<file path="src/rtl/light_sampler.sv">
// Periodic light-sensor sampler: triggers the ADC SPI master, captures each byte,
// and produces a 4-sample moving average with a hysteresis-filtered dark flag.
module light_sampler #(
  parameter int unsigned SAMPLE_PERIOD = 50000,
  parameter int unsigned TIMEOUT       = 1023,
  parameter logic [7:0]  TH_ON         = 8'h40,
  parameter logic [7:0]  TH_OFF        = 8'h50
) (
  input  logic       clk,
  input  logic       n_rst,
  input  logic       en,
  input  logic       cs_n,
  input  logic [7:0] adc_data,
  output logic       start,
  output logic [7:0] light_avg,
  output logic       avg_valid,
  output logic       dark,
  output logic       timeout_err
);

  localparam int unsigned DW    = 8;
  localparam int unsigned SUM_W = DW + 2;
  localparam int unsigned CNT_W = (SAMPLE_PERIOD > 1) ? $clog2(SAMPLE_PERIOD) : 1;
  localparam int unsigned WD_W  = (TIMEOUT > 1) ? $clog2(TIMEOUT + 1) : 1;

  typedef enum logic [2:0] {
    IDLE    = 3'd0,
    REQ     = 3'd1,
    WAIT_CS = 3'd2,
    BUSY    = 3'd3,
    ACC     = 3'd4,
    UPD     = 3'd5
  } state_e;

  state_e              state_q, state_d;
  logic [CNT_W-1:0]    cnt_q, cnt_d;
  logic [WD_W-1:0]     wd_q, wd_d;
  logic [DW-1:0]       sample_q, sample_d;
  logic [3:0][DW-1:0]  win_q, win_d;
  logic [SUM_W-1:0]    sum_q, sum_d;
  logic                primed_q, primed_d;
  logic                start_q, start_d;
  logic [DW-1:0]       avg_q, avg_d;
  logic                valid_q, valid_d;
  logic                dark_q, dark_d;
  logic                err_q, err_d;

  logic                tick_c;
  logic                wd_exp_c;
  logic [DW-1:0]       avg_new_c;

  assign tick_c    = en && (cnt_q == CNT_W'(SAMPLE_PERIOD - 1));
  assign wd_exp_c  = (wd_q == WD_W'(TIMEOUT - 1));
  assign avg_new_c = sum_q[SUM_W-1:2];

  // Next-state and datapath updates; ticks outside IDLE are simply ignored
  always_comb begin
    state_d  = state_q;
    cnt_d    = en ? (tick_c ? '0 : cnt_q + CNT_W'(1)) : '0;
    wd_d     = wd_q;
    sample_d = sample_q;
    win_d    = win_q;
    sum_d    = sum_q;
    primed_d = primed_q;
    start_d  = 1'b0;
    avg_d    = avg_q;
    valid_d  = 1'b0;
    dark_d   = dark_q;
    err_d    = err_q;

    case (state_q)
      IDLE: begin
        if (tick_c) state_d = REQ;
      end
      REQ: begin
        state_d = WAIT_CS;
        wd_d    = '0;
      end
      WAIT_CS: begin
        if (wd_exp_c) begin
          state_d = IDLE;
          err_d   = 1'b1;
        end else begin
          wd_d = wd_q + WD_W'(1);
          if (!cs_n) state_d = BUSY;
        end
      end
      BUSY: begin
        if (wd_exp_c) begin
          state_d = IDLE;
          err_d   = 1'b1;
        end else begin
          wd_d = wd_q + WD_W'(1);
          if (cs_n) begin
            state_d  = ACC;
            sample_d = adc_data;
          end
        end
      end
      ACC: begin
        state_d = UPD;
        // First sample fills the whole window so the average starts settled
        if (!primed_q) begin
          win_d    = {4{sample_q}};
          sum_d    = {sample_q, 2'b00};
          primed_d = 1'b1;
        end else begin
          win_d = {win_q[2:0], sample_q};
          sum_d = sum_q + SUM_W'(sample_q) - SUM_W'(win_q[3]);
        end
      end
      UPD: begin
        state_d = IDLE;
        avg_d   = avg_new_c;
        valid_d = 1'b1;
        err_d   = 1'b0;
        if (avg_new_c < TH_ON) begin
          dark_d = 1'b1;
        end else if (avg_new_c >= TH_OFF) begin
          dark_d = 1'b0;
        end
      end
      default: state_d = IDLE;
    endcase

    start_d = (state_d == REQ);
    if (!en) err_d = 1'b0;
  end

  always_ff @(posedge clk or negedge n_rst) begin
    if (!n_rst) begin
      state_q  <= IDLE;
      cnt_q    <= '0;
      wd_q     <= '0;
      sample_q <= '0;
      win_q    <= '0;
      sum_q    <= '0;
      primed_q <= 1'b0;
      start_q  <= 1'b0;
      avg_q    <= '0;
      valid_q  <= 1'b0;
      dark_q   <= 1'b0;
      err_q    <= 1'b0;
    end else begin
      state_q  <= state_d;
      cnt_q    <= cnt_d;
      wd_q     <= wd_d;
      sample_q <= sample_d;
      win_q    <= win_d;
      sum_q    <= sum_d;
      primed_q <= primed_d;
      start_q  <= start_d;
      avg_q    <= avg_d;
      valid_q  <= valid_d;
      dark_q   <= dark_d;
      err_q    <= err_d;
    end
  end

  assign start       = start_q;
  assign light_avg   = avg_q;
  assign avg_valid   = valid_q;
  assign dark        = dark_q;
  assign timeout_err = err_q;

endmodule

</file>
<file path="config.mk">
export PLATFORM = sky130hd
export DESIGN_NAME = light_sampler
export DESIGN_NICKNAME = d
export VERILOG_FILES = /design/src/rtl/light_sampler.sv
export SDC_FILE = /design/constraint.sdc
export NUM_CORES = 1
export LEC_CHECK = 0
export ABC_AREA = 1
export BUFFER_PORTS_ARGS = -buffer_cell sky130_fd_sc_hd__clkbuf_2
export CORE_ASPECT_RATIO = 0.7
export CORE_MARGIN = 2
export CORE_UTILIZATION = 40
export CTS_BUF_LIST = sky130_fd_sc_hd__clkbuf_2
export CTS_CLUSTER_SIZE = 14
export DETAILED_ROUTE_END_ITERATION = 16
export PLACE_DENSITY = 0.57
export SETUP_SLACK_MARGIN = 0.2
export SYNTH_ARGS = -nofsm -noshare
export SYNTH_HDL_FRONTEND = slang
export SYNTH_SLANG_ARGS = --single-unit
</file>
<file path="constraint.sdc">
create_clock -name clk -period 1.95 [get_ports clk]
set_input_delay 0.39 -clock clk [delete_from_list [all_inputs] [get_ports clk]]
set_output_delay 0.39 -clock clk [all_outputs]
set_load 0.01 [all_outputs]
</file>
==> results of run 1 <==
-- routing by layer --
metal / GRT usage [%] / up-vias / routed length [um]
met5: 0 / - / 0
met4: 4.09 / 0 / 119
met3: 4.30 / 11 / 499
met2: 25.5 / 73 / 4600
met1: 28.4 / 1877 / 5870
li1: - / 2008 / -
-- registers in the layout, indices dropped and copies added (netlist names) --
signal,count
primed_q,1
state_q,3
cnt_q,16
avg_valid,1
win_q,32
timeout_err,1
start,1
light_avg,8
dark,1
wd_q,10
sample_q,8
sum_q,10
-- cell families (layout without fill, tap and decap cells) --
family          Yosys count  after routing  share of synthesized area [%]
simple gates            260            260                           24.5
flops                    92             92                           46.8
compound gates           97             97                           11.8
buf+inv                 100            172                           8.20
xor+xnor                  9              9                           1.60
fa+ha+maj                23             23                           7.08
-- how the worst max path moves through the flow --
stage,from,end,slack [ns],cells past startpoint
after floorplan,sum_q[1]$_DFFE_PN0N_,sum_q[8]$_DFFE_PN0N_,0.06,11
after global placement,sample_q[6]$_DFFE_PN0P_,sum_q[9]$_DFFE_PN0N_,-0.05,11
after detailed placement,sample_q[6]$_DFFE_PN0P_,sum_q[9]$_DFFE_PN0N_,-0.1,11
after CTS,sample_q[2]$_DFFE_PN0P_,sum_q[9]$_DFFE_PN0N_,-0.09,11
after global routing,sum_q[1]$_DFFE_PN0N_,sum_q[4]$_DFFE_PN0N_,-0.23,9
final,sum_q[1]$_DFFE_PN0N_,sum_q[6]$_DFFE_PN0N_,-0.12,10
-- worst register-to-register path: stages, from the launching register on --
cell and delay (ns):
dfrtp_1 0.40, inv_2 0.04, fa_1 0.54, inv_2 0.06, fa_2 0.38, buf_4 0.15
nand4_1 0.09, nand3_1 0.08, nand2_1 0.06, nand3_1 0.06, a21oi_1 0.13
-- cells in the mapped netlist, drive strengths merged (4+ instances only) --
library cell	n	area, sq um
nand3	36	180
o21ai	43	294
a22oi	4	30.0
nor2	66	272
fa	8	160
nand2	118	468
ha	15	188
nor3	15	101
clkbuf	6	22.5
dfrtp	92	2300
xor2	9	78.8
nand3b	5	37.5
nand4	14	93.8
inv	86	323
a21oi	48	240
buf	8	57.6
-- power breakdown --
group / total [uW] / internal [uW] / switching (uW)
Sequential: 1920 / 1920 / 3.14
Combinational: 88.5 / 32.2 / 56.3
Clock: 1100 / 429 / 672
Total: 3110 / 2380 / 731
-- area by class of cell --
type	instances	area, sq um
Clock buffer	10	50.0
Clock inverter	6	88.8
Fill cell	1122	5920
Inverter	86	325
Multi-Input combinational cell	389	2460
Sequential cell	92	2300
Tap cell	157	196
Timing Repair Buffer	70	515
-- stage by stage --
| stage | util (%) | area [sq um] | std cells | total power, uW |
|---|---|---|---|---|
| floorplan | - | 5060 | 581 | 1960 |
| global placement | 47.0 | 5570 | 780 | 2030 |
| detailed placement | 47.0 | 5570 | 780 | 2030 |
| global route | 50.1 | 5930 | 810 | 3270 |
| CTS | 49.0 | 5810 | 805 | 3170 |
| finish | 50.1 | 5930 | 810 | 3110 |
-- repair_timing --
action / in CTS / in global routing
hold buffers: 7 / 1
pin swaps: 13 / 10
gates cloned: 0 / 0
gates resized for setup: 12 / 23
setup endpoints to repair: 17 / 39
hold endpoints to repair: 98 / 1
buffers inserted: 2 / 4
==> reports/summary.txt, run 1 <==
run status: complete, but fails checks
failing checks: negative setup slack
GR Overflow Total: 0
Synth Flop Type: dfrtp_1
Synth Register Bits: 92
die width: 136 um
f_max: 0.484 GHz
register area share after synthesis: 46.8%
commonest non-fill, non-tap cells in the layout: nand2_1 (104), dfrtp_1 (92), inv_1 (65)
Ys Warns: 0
asr flop ratio synth: 100%
clock slew at reported path FFs: 0.25 ns
Cell Chain, Critical Path: inv_2 > fa_1 > inv_2 > fa_2 > buf_4 > nand4_1 > nand3_1 > nand2_1 > nand3_1 > a21oi_1
# DRC: 0
Max-Cap Viols: 0
RSZ-0062 raised after global routing: yes
total track usage: 18.3%
CP endpoint kind: flop
Boundary Pins: 24
hold depth: 3
Core Region: 11900 sq um
layout net count: 683
critical path startpoint category: flop
Power Dens Cells: 524 nW/um^2
Static Leak: 0.00277 uW
Starting Density: 41.5%
CTS Buffer Depth: 2
Final period util: 106%
Mapped Nets: 616
TritonCTS clock tree: yes
hold worst-path end: sample_q[4]$_DFFE_PN0P_
post-DR vias/cell: 4.90
Syn Area/Cell: 8.46 sq um
register-to-register path setup slack: -0.12 ns
clk_lat worst skew: 0.58 ns
worst min-delay path class: in -> reg
CP Max Fanout: 3
fin crit period: 2.07 ns
routed wire length: 11100 um
Reg-to-Reg Start: sum_q[1]$_DFFE_PN0N_
global-route wire length before repair: 19200 um
DRT Pass-1 Iters: 5
hold_ws: 0.0565 ns
hold path start: adc_data[4]
Routed Antenna Nets: 0
Fin. Hold Viols: 0
final setup fails: 8
largest net degree at the start of global routing: 51
CP max stage cell: fa_1
crit path DAT: 2.56 ns
Post-Syn Area: 4910 sq um
critical path data required time: 2.45 ns
final setup TNS: -0.561 ns
Die ar.: 13200 sq um
dpl ws: -0.0969 ns
detailed-route via count: 3969
clk_skew: 0.0312 ns
sum of buffers and inverters on the critical path: 3
share of cells above drive strength 1: 26.6%
n_diodes: 0
Post-synth EDFFs: 0
FP Rows: 33
Setup CP Type: reg -> reg
drt wl/cell: 13.7 um
CTS sink cnt: 92
I/O Buffers: 23
CTS buffer count: 9
Final Wtd Congestion: 0.891
Post-Synthesis Cells: 581
Initial DRC Count: 343
worst slew pin tran: 0.527 ns
CP top delay family: adder cells
Syn-to-layout area delta: 20.7%
slowest cell delay on critical path: 0.54 ns
most common cell after layout, fill and taps aside: nand2_1
DPL Wire Length: 8010 um
H-tree depth: 3
end of the worst register-to-register path: sum_q[6]$_DFFE_PN0N_
initial antenna violation count: 0
slew margin rel.: 64.8%
post-synth cell types: 35
Max IR drop VDD: 348 uV
Setup WS post-layout: -0.117 ns
R2R depth: 10
Root Driver: clkbuf_2
Max Slew Vio Count: 0
vias in the first global route: 3863
Die Height: 96.7 um
No activity file was read; power rests on OpenSTA's default activity.
==> run 2, diff against run 1 <==
==> constraint.sdc (replaced) <==
create_clock -name clk -period 1.95 [get_ports clk]
set_input_delay 0.0975 -clock clk [delete_from_list [all_inputs] [get_ports clk]]
set_output_delay 0.0975 -clock clk [all_outputs]
set_load 0.01 [all_outputs]
==> reports/summary.txt, run 2 (synthesis results as in run 1) <==
TritonCTS clock tree: yes
global-route wire length before repair: 19200 um (unchanged)
FP Rows: 33 (unchanged)
Final period util: 107% (+0.89 points)
initial antenna violation count: 0 (unchanged)
clk_lat worst skew: 0.57 ns (about the same)
Max Slew Vio Count: 0 (unchanged)
critical path data required time: 2.46 ns (about the same)
Max IR drop VDD: 247 uV (-29%)
Root Driver: clkbuf_2
end of the worst register-to-register path: sum_q[4]$_DFFE_PN0N_
Setup WS post-layout: -0.134 ns (-0.0174 ns)
H-tree depth: 3 (unchanged)
largest net degree at the start of global routing: 56 (+9.8%)
CP max stage cell: fa_1
Boundary Pins: 24 (unchanged)
drt wl/cell: 13.4 um (-2.2%)
Static Leak: 0.00274 uW (-1.0%)
Initial DRC Count: 250 (-27%)
total design power: 2860 uW (-8.1%)
run status: complete, but fails checks
Starting Density: 41.5% (unchanged)
detailed-route via count: 3942 (-0.68%)
CP Max Fanout: 3 (unchanged)
final design instance area without fill: 5900 sq um (-0.59%)
final setup fails: 8 (unchanged)
DPL Wire Length: 7950 um (-0.71%)
CP endpoint kind: flop
total track usage: 18.2% (-0.020 points)
top flop regs: win_q (32), cnt_q (16)
commonest non-fill, non-tap cells in the layout: nand2_1 (101), dfrtp_1 (92), inv_1 (63)
clk_skew: 0.0279 ns (-0.00322 ns)
CTS buffer count: 9 (unchanged)
GR Overflow Total: 0 (unchanged)
slew margin rel.: 66.8% (+2.0 points)
die width: 136 um (unchanged)
worst slew pin tran: 0.497 ns (-0.0298 ns)
placed cell areas: 5550 sq um (-0.22%)
Core Region: 11900 sq um (unchanged)
vias in the first global route: 3830 (-0.85%)
Setup CP Type: reg -> reg
Final Wtd Congestion: 0.880 (-1.2%)
clock slew at reported path FFs: 0.27 ns (+0.02 ns)
share of cells above drive strength 1: 26.4% (-0.27 points)
final non-filler cell total: 813 (+0.37%)
Die ar.: 13200 sq um (unchanged)
Largest Register: win_q
sum of buffers and inverters on the critical path: 2 (-1)
slowest cell delay on critical path: 0.55 ns (about the same)
failing checks: negative setup slack
Routed Antenna Nets: 0 (unchanged)
Fin. Hold Viols: 0 (unchanged)
Power Dens Cells: 484 nW/um^2 (-7.6%)
R2R depth: 9 (-1)
Die Height: 96.7 um (unchanged)
fin crit period: 2.08 ns (+0.0174 ns)
Max-Cap Viols: 0 (unchanged)
register-to-register path setup slack: -0.13 ns (-0.02 ns)
crit path DAT: 2.60 ns (+0.04 ns)
routed wire length: 10900 um (-1.8%)
DP Cell Count: 780 (unchanged)
post-DR vias/cell: 4.85 (-1.0%)
CTS Buffer Depth: 2 (unchanged)
RSZ-0062 raised after global routing: yes
worst min-delay path class: in -> async
CTS sink cnt: 92 (unchanged)
DRT Pass-1 Iters: 4 (-1)
most common cell after layout, fill and taps aside: nand2_1
f_max: 0.480 GHz (-0.83%)
Cell Chain, Critical Path: inv_2 > fa_1 > inv_2 > fa_2 > nand3_2 > nand3_4 > a21oi_1 > o21ai_0 > a22oi_1
most frequent cell on the critical path: inv_2
# DRC: 0 (unchanged)
Syn-to-layout area delta: 20.0%
hold_ws: 0.0397 ns (-0.0168 ns)
max reg flops: 32 (unchanged)
final core occ: 49.8% (-0.30 points)
n_diodes: 0 (unchanged)
CP top delay family: adder cells
I/O Buffers: 23 (unchanged)
Reg-to-Reg Start: sample_q[1]$_DFFE_PN0P_
layout net count: 686 (+0.44%)
critical path startpoint category: flop
==> run 2: cell types whose count changed in the layout (fill, tap and decap cells not counted), sizes merged <==
cell         delta
dlygate4sd3     +4
clkinvlp        +1
inv             +1
buf             -1
bufinv          -2
==> run 2: worst reg2reg max path: stages, from the launching register on <==
cell	delay [ns]
dfrtp_1	0.42
inv_2	0.06
fa_1	0.55
inv_2	0.06
fa_2	0.39
nand3_2	0.10
nand3_4	0.09
a21oi_1	0.12
o21ai_0	0.10
a22oi_1	0.15
==> run 2: area by class of cell <==
cell class                      count  area [sq um]
Sequential cell                    92          2300
Clock inverter                      6          40.0
Inverter                           86           325
Multi-Input combinational cell    389          2450
Timing Repair Buffer               73           536
Tap cell                          157           196
Clock buffer                       10          50.0
Fill cell                        1148          5950
==> run 2: through the flow <==
step	setup slack (ns)	TNS, ns
floorplan	0.0571	0
global placement	-0.0560	-0.0804
detailed placement	-0.0906	-0.317
CTS	-0.0793	-0.371
global route	-0.237	-1.43
finish	-0.134	-0.552
==> run 2: what timing repair did <==
action | CTS | global route
pin swaps | 17 | 12
resized for setup | 20 | 17
hold buffers | 12 | 0
setup endpoints to repair | 9 | 33
hold endpoints to repair | 118 | 0
setup buffers | 3 | 2
==> run 2: how the worst max path moves through the flow <==
stage | start | endpoint | slack (ns) | cells after the start
floorplan | sum_q[1]$_DFFE_PN0N_ | sum_q[8]$_DFFE_PN0N_ | 0.06 | 11
global placement | sample_q[6]$_DFFE_PN0P_ | sum_q[9]$_DFFE_PN0N_ | -0.06 | 11
detailed placement | sample_q[7]$_DFFE_PN0P_ | sum_q[9]$_DFFE_PN0N_ | -0.09 | 11
CTS | sum_q[1]$_DFFE_PN0N_ | sum_q[4]$_DFFE_PN0N_ | -0.08 | 9
global route | sample_q[1]$_DFFE_PN0P_ | sum_q[8]$_DFFE_PN0N_ | -0.24 | 11
finish | sample_q[1]$_DFFE_PN0P_ | sum_q[4]$_DFFE_PN0N_ | -0.13 | 9
==> run 2: per-layer routing <==
metal | vias up | GRT usage, % | share of wire (%)
met2 | 52 | 25.5 | 41
met3 | 9 | 4.04 | 3.1
li1 | 2016 | - | -
met5 | - | 0 | 0
met4 | 0 | 4.57 | 1.0
met1 | 1865 | 28.3 | 55
==> run 2: report_power, final <==
group	total (uW)	internal, uW	switching, uW
Clock	845	171	674
Combinational	91.4	34.5	56.9
Sequential	1920	1920	3.24
==> run 3, diff against run 2 <==
CELL_PAD_IN_SITES_DETAIL_PLACEMENT = 0   (was default)
CELL_PAD_IN_SITES_GLOBAL_PLACEMENT = 1   (was default)
PLACE_DENSITY = 0.71   (was 0.57)
==> reports/summary.txt, run 3 (synthesis results as in run 1) <==
run status: complete, but fails checks
failing checks: negative setup slack
Reg-to-Reg Start: sample_q[4]$_DFFE_PN0P_
Power Dens Cells: 501 nW/um^2 (+3.4%)
Starting Density: 41.5% (unchanged)
worst min-delay path class: in -> async
Static Leak: 0.00273 uW (-0.46%)
top flop regs: win_q (32), cnt_q (16)
Final Wtd Congestion: 0.821 (-6.7%)
placed cell areas: 5500 sq um (-0.95%)
share of cells above drive strength 1: 25.0% (-1.4 points)
clk_skew: 0.0246 ns (-0.00332 ns)
CTS buffer count: 9 (unchanged)
die width: 136 um (unchanged)
I/O Buffers: 23 (unchanged)
slew margin rel.: 49.7% (-17 points)
commonest non-fill, non-tap cells in the layout: nand2_1 (104), dfrtp_1 (91), inv_1 (67)
H-tree depth: 3 (unchanged)
global-route wire length before repair: 19200 um (+0.36%)
crit path DAT: 2.58 ns (-0.02 ns)
R2R depth: 11 (+2)
CP endpoint kind: flop
initial antenna violation count: 0 (unchanged)
# DRC: 0 (unchanged)
RSZ-0062 raised after global routing: yes
critical path startpoint category: flop
CP Max Fanout: 5 (+2)
clk_lat worst skew: 0.55 ns (-0.02 ns)
Final period util: 107% (+0.39 points)
final core occ: 49.6% (-0.19 points)
CTS Buffer Depth: 2 (unchanged)
Max Slew Vio Count: 0 (unchanged)
fin crit period: 2.09 ns (+0.00763 ns)
most common cell after layout, fill and taps aside: nand2_1
f_max: 0.478 GHz (-0.36%)
hold_ws: 0.0441 ns (+0.00442 ns)
Setup WS post-layout: -0.142 ns (-0.00763 ns)
DRT Pass-1 Iters: 4 (unchanged)
FP Rows: 33 (unchanged)
Die ar.: 13200 sq um (unchanged)
drt wl/cell: 13.8 um (+3.1%)
total design power: 2940 uW (+3.0%)
Die Height: 96.7 um (unchanged)
Setup CP Type: reg -> reg
DPL Wire Length: 7930 um (-0.31%)
Initial DRC Count: 258 (+3.2%)
Routed Antenna Nets: 0 (unchanged)
register-to-register path setup slack: -0.14 ns (about the same)
Syn-to-layout area delta: 19.6%
Fin. Hold Viols: 0 (unchanged)
Root Driver: clkbuf_2
end of the worst register-to-register path: sum_q[7]$_DFFE_PN0N_
post-DR vias/cell: 4.89 (+0.77%)
critical path data required time: 2.44 ns (-0.02 ns)
GR Overflow Total: 0 (unchanged)
final setup fails: 8 (unchanged)
detailed-route via count: 3938 (-0.10%)
Core Region: 11900 sq um (unchanged)
Max-Cap Viols: 0 (unchanged)
routed wire length: 11100 um (+2.2%)
Boundary Pins: 24 (unchanged)
Max IR drop VDD: 256 uV (+3.8%)
total track usage: 18.4% (+0.19 points)
layout net count: 680 (-0.87%)
TritonCTS clock tree: yes
worst slew pin tran: 0.752 ns (+0.254 ns)
Largest Register: win_q
max reg flops: 32 (unchanged)
clock slew at reported path FFs: 0.25 ns (-0.02 ns)
vias in the first global route: 3968 (+3.6%)
final design instance area without fill: 5880 sq um (-0.38%)
CTS sink cnt: 92 (unchanged)
largest net degree at the start of global routing: 76 (+36%)
n_diodes: 0 (unchanged)
[run 3: timing repair]
action | 4_1_cts | 5_1_grt
endpoints found under the hold margin | 117 | 0
gates resized for setup | 10 | 24
setup buffers | 2 | 4
setup endpoints to repair | 9 | 40
hold buffers | 12 | 0
pin swaps | 4 | 19
[run 3: cell type report]
| class | instances | area (sq um) |
|---|---|---|
| Clock inverter | 5 | 53.8 |
| Tap cell | 157 | 196 |
| Sequential cell | 92 | 2300 |
| Timing Repair Buffer | 67 | 494 |
| Inverter | 86 | 325 |
| Multi-Input combinational cell | 389 | 2450 |
| Fill cell | 1126 | 5970 |
| Clock buffer | 10 | 50.0 |
[run 3: power by group]
| group | internal (uW) | switching, uW |
|---|---|---|
| registers | 1920 | 3.22 |
| logic | 33.2 | 57.1 |
| clock network | 287 | 647 |
[run 3: critical path, cell delays in order, from the launching register on]
cell and delay, ns:
dfrtp_1 0.43, inv_2 0.06, fa_1 0.54, inv_2 0.04
ha_4 0.24, a21oi_4 0.19, nor2_1 0.06, nor2_1 0.12
nand2_1 0.06, nand2_1 0.06, nand3_1 0.08, a21oi_1 0.17
[run 3: metal layers]
metal / GRT usage (%) / wire length, um / vias to the layer above
li1: - / - / 1995
met1: 27.9 / 5990 / 1867
met2: 27.3 / 4650 / 68
met3: 3.77 / 400 / 8
met4: 3.77 / 87 / 0
met5: 0 / 0 / -
[run 3: worst max-delay path by stage]
stage / from / end / slack, ns / cells after the start
4_1_cts: sample_q[6]$_DFFE_PN0P_ / sum_q[9]$_DFFE_PN0N_ / -0.09 / 10
5_1_grt: sample_q[4]$_DFFE_PN0P_ / sum_q[7]$_DFFE_PN0N_ / -0.28 / 11
3_3_place_gp: sample_q[6]$_DFFE_PN0P_ / sum_q[9]$_DFFE_PN0N_ / -0.08 / 11
3_5_place_dp: sum_q[1]$_DFFE_PN0N_ / sum_q[8]$_DFFE_PN0N_ / -0.09 / 11
6_report: sample_q[4]$_DFFE_PN0P_ / sum_q[7]$_DFFE_PN0N_ / -0.14 / 11
2_1_floorplan: sum_q[1]$_DFFE_PN0N_ / sum_q[8]$_DFFE_PN0N_ / 0.06 / 11
[run 3: stage by stage]
| step | setup slack, ns | setup TNS, ns | std cells |
|---|---|---|---|
| final | -0.142 | -0.743 | 806 |
| after global routing | -0.277 | -1.79 | 806 |
| after CTS | -0.0897 | -0.462 | 802 |
| after detailed placement | -0.0945 | -0.260 | 773 |
| after global placement | -0.0774 | -0.169 | 773 |
| after floorplan | 0.0571 | 0 | 581 |
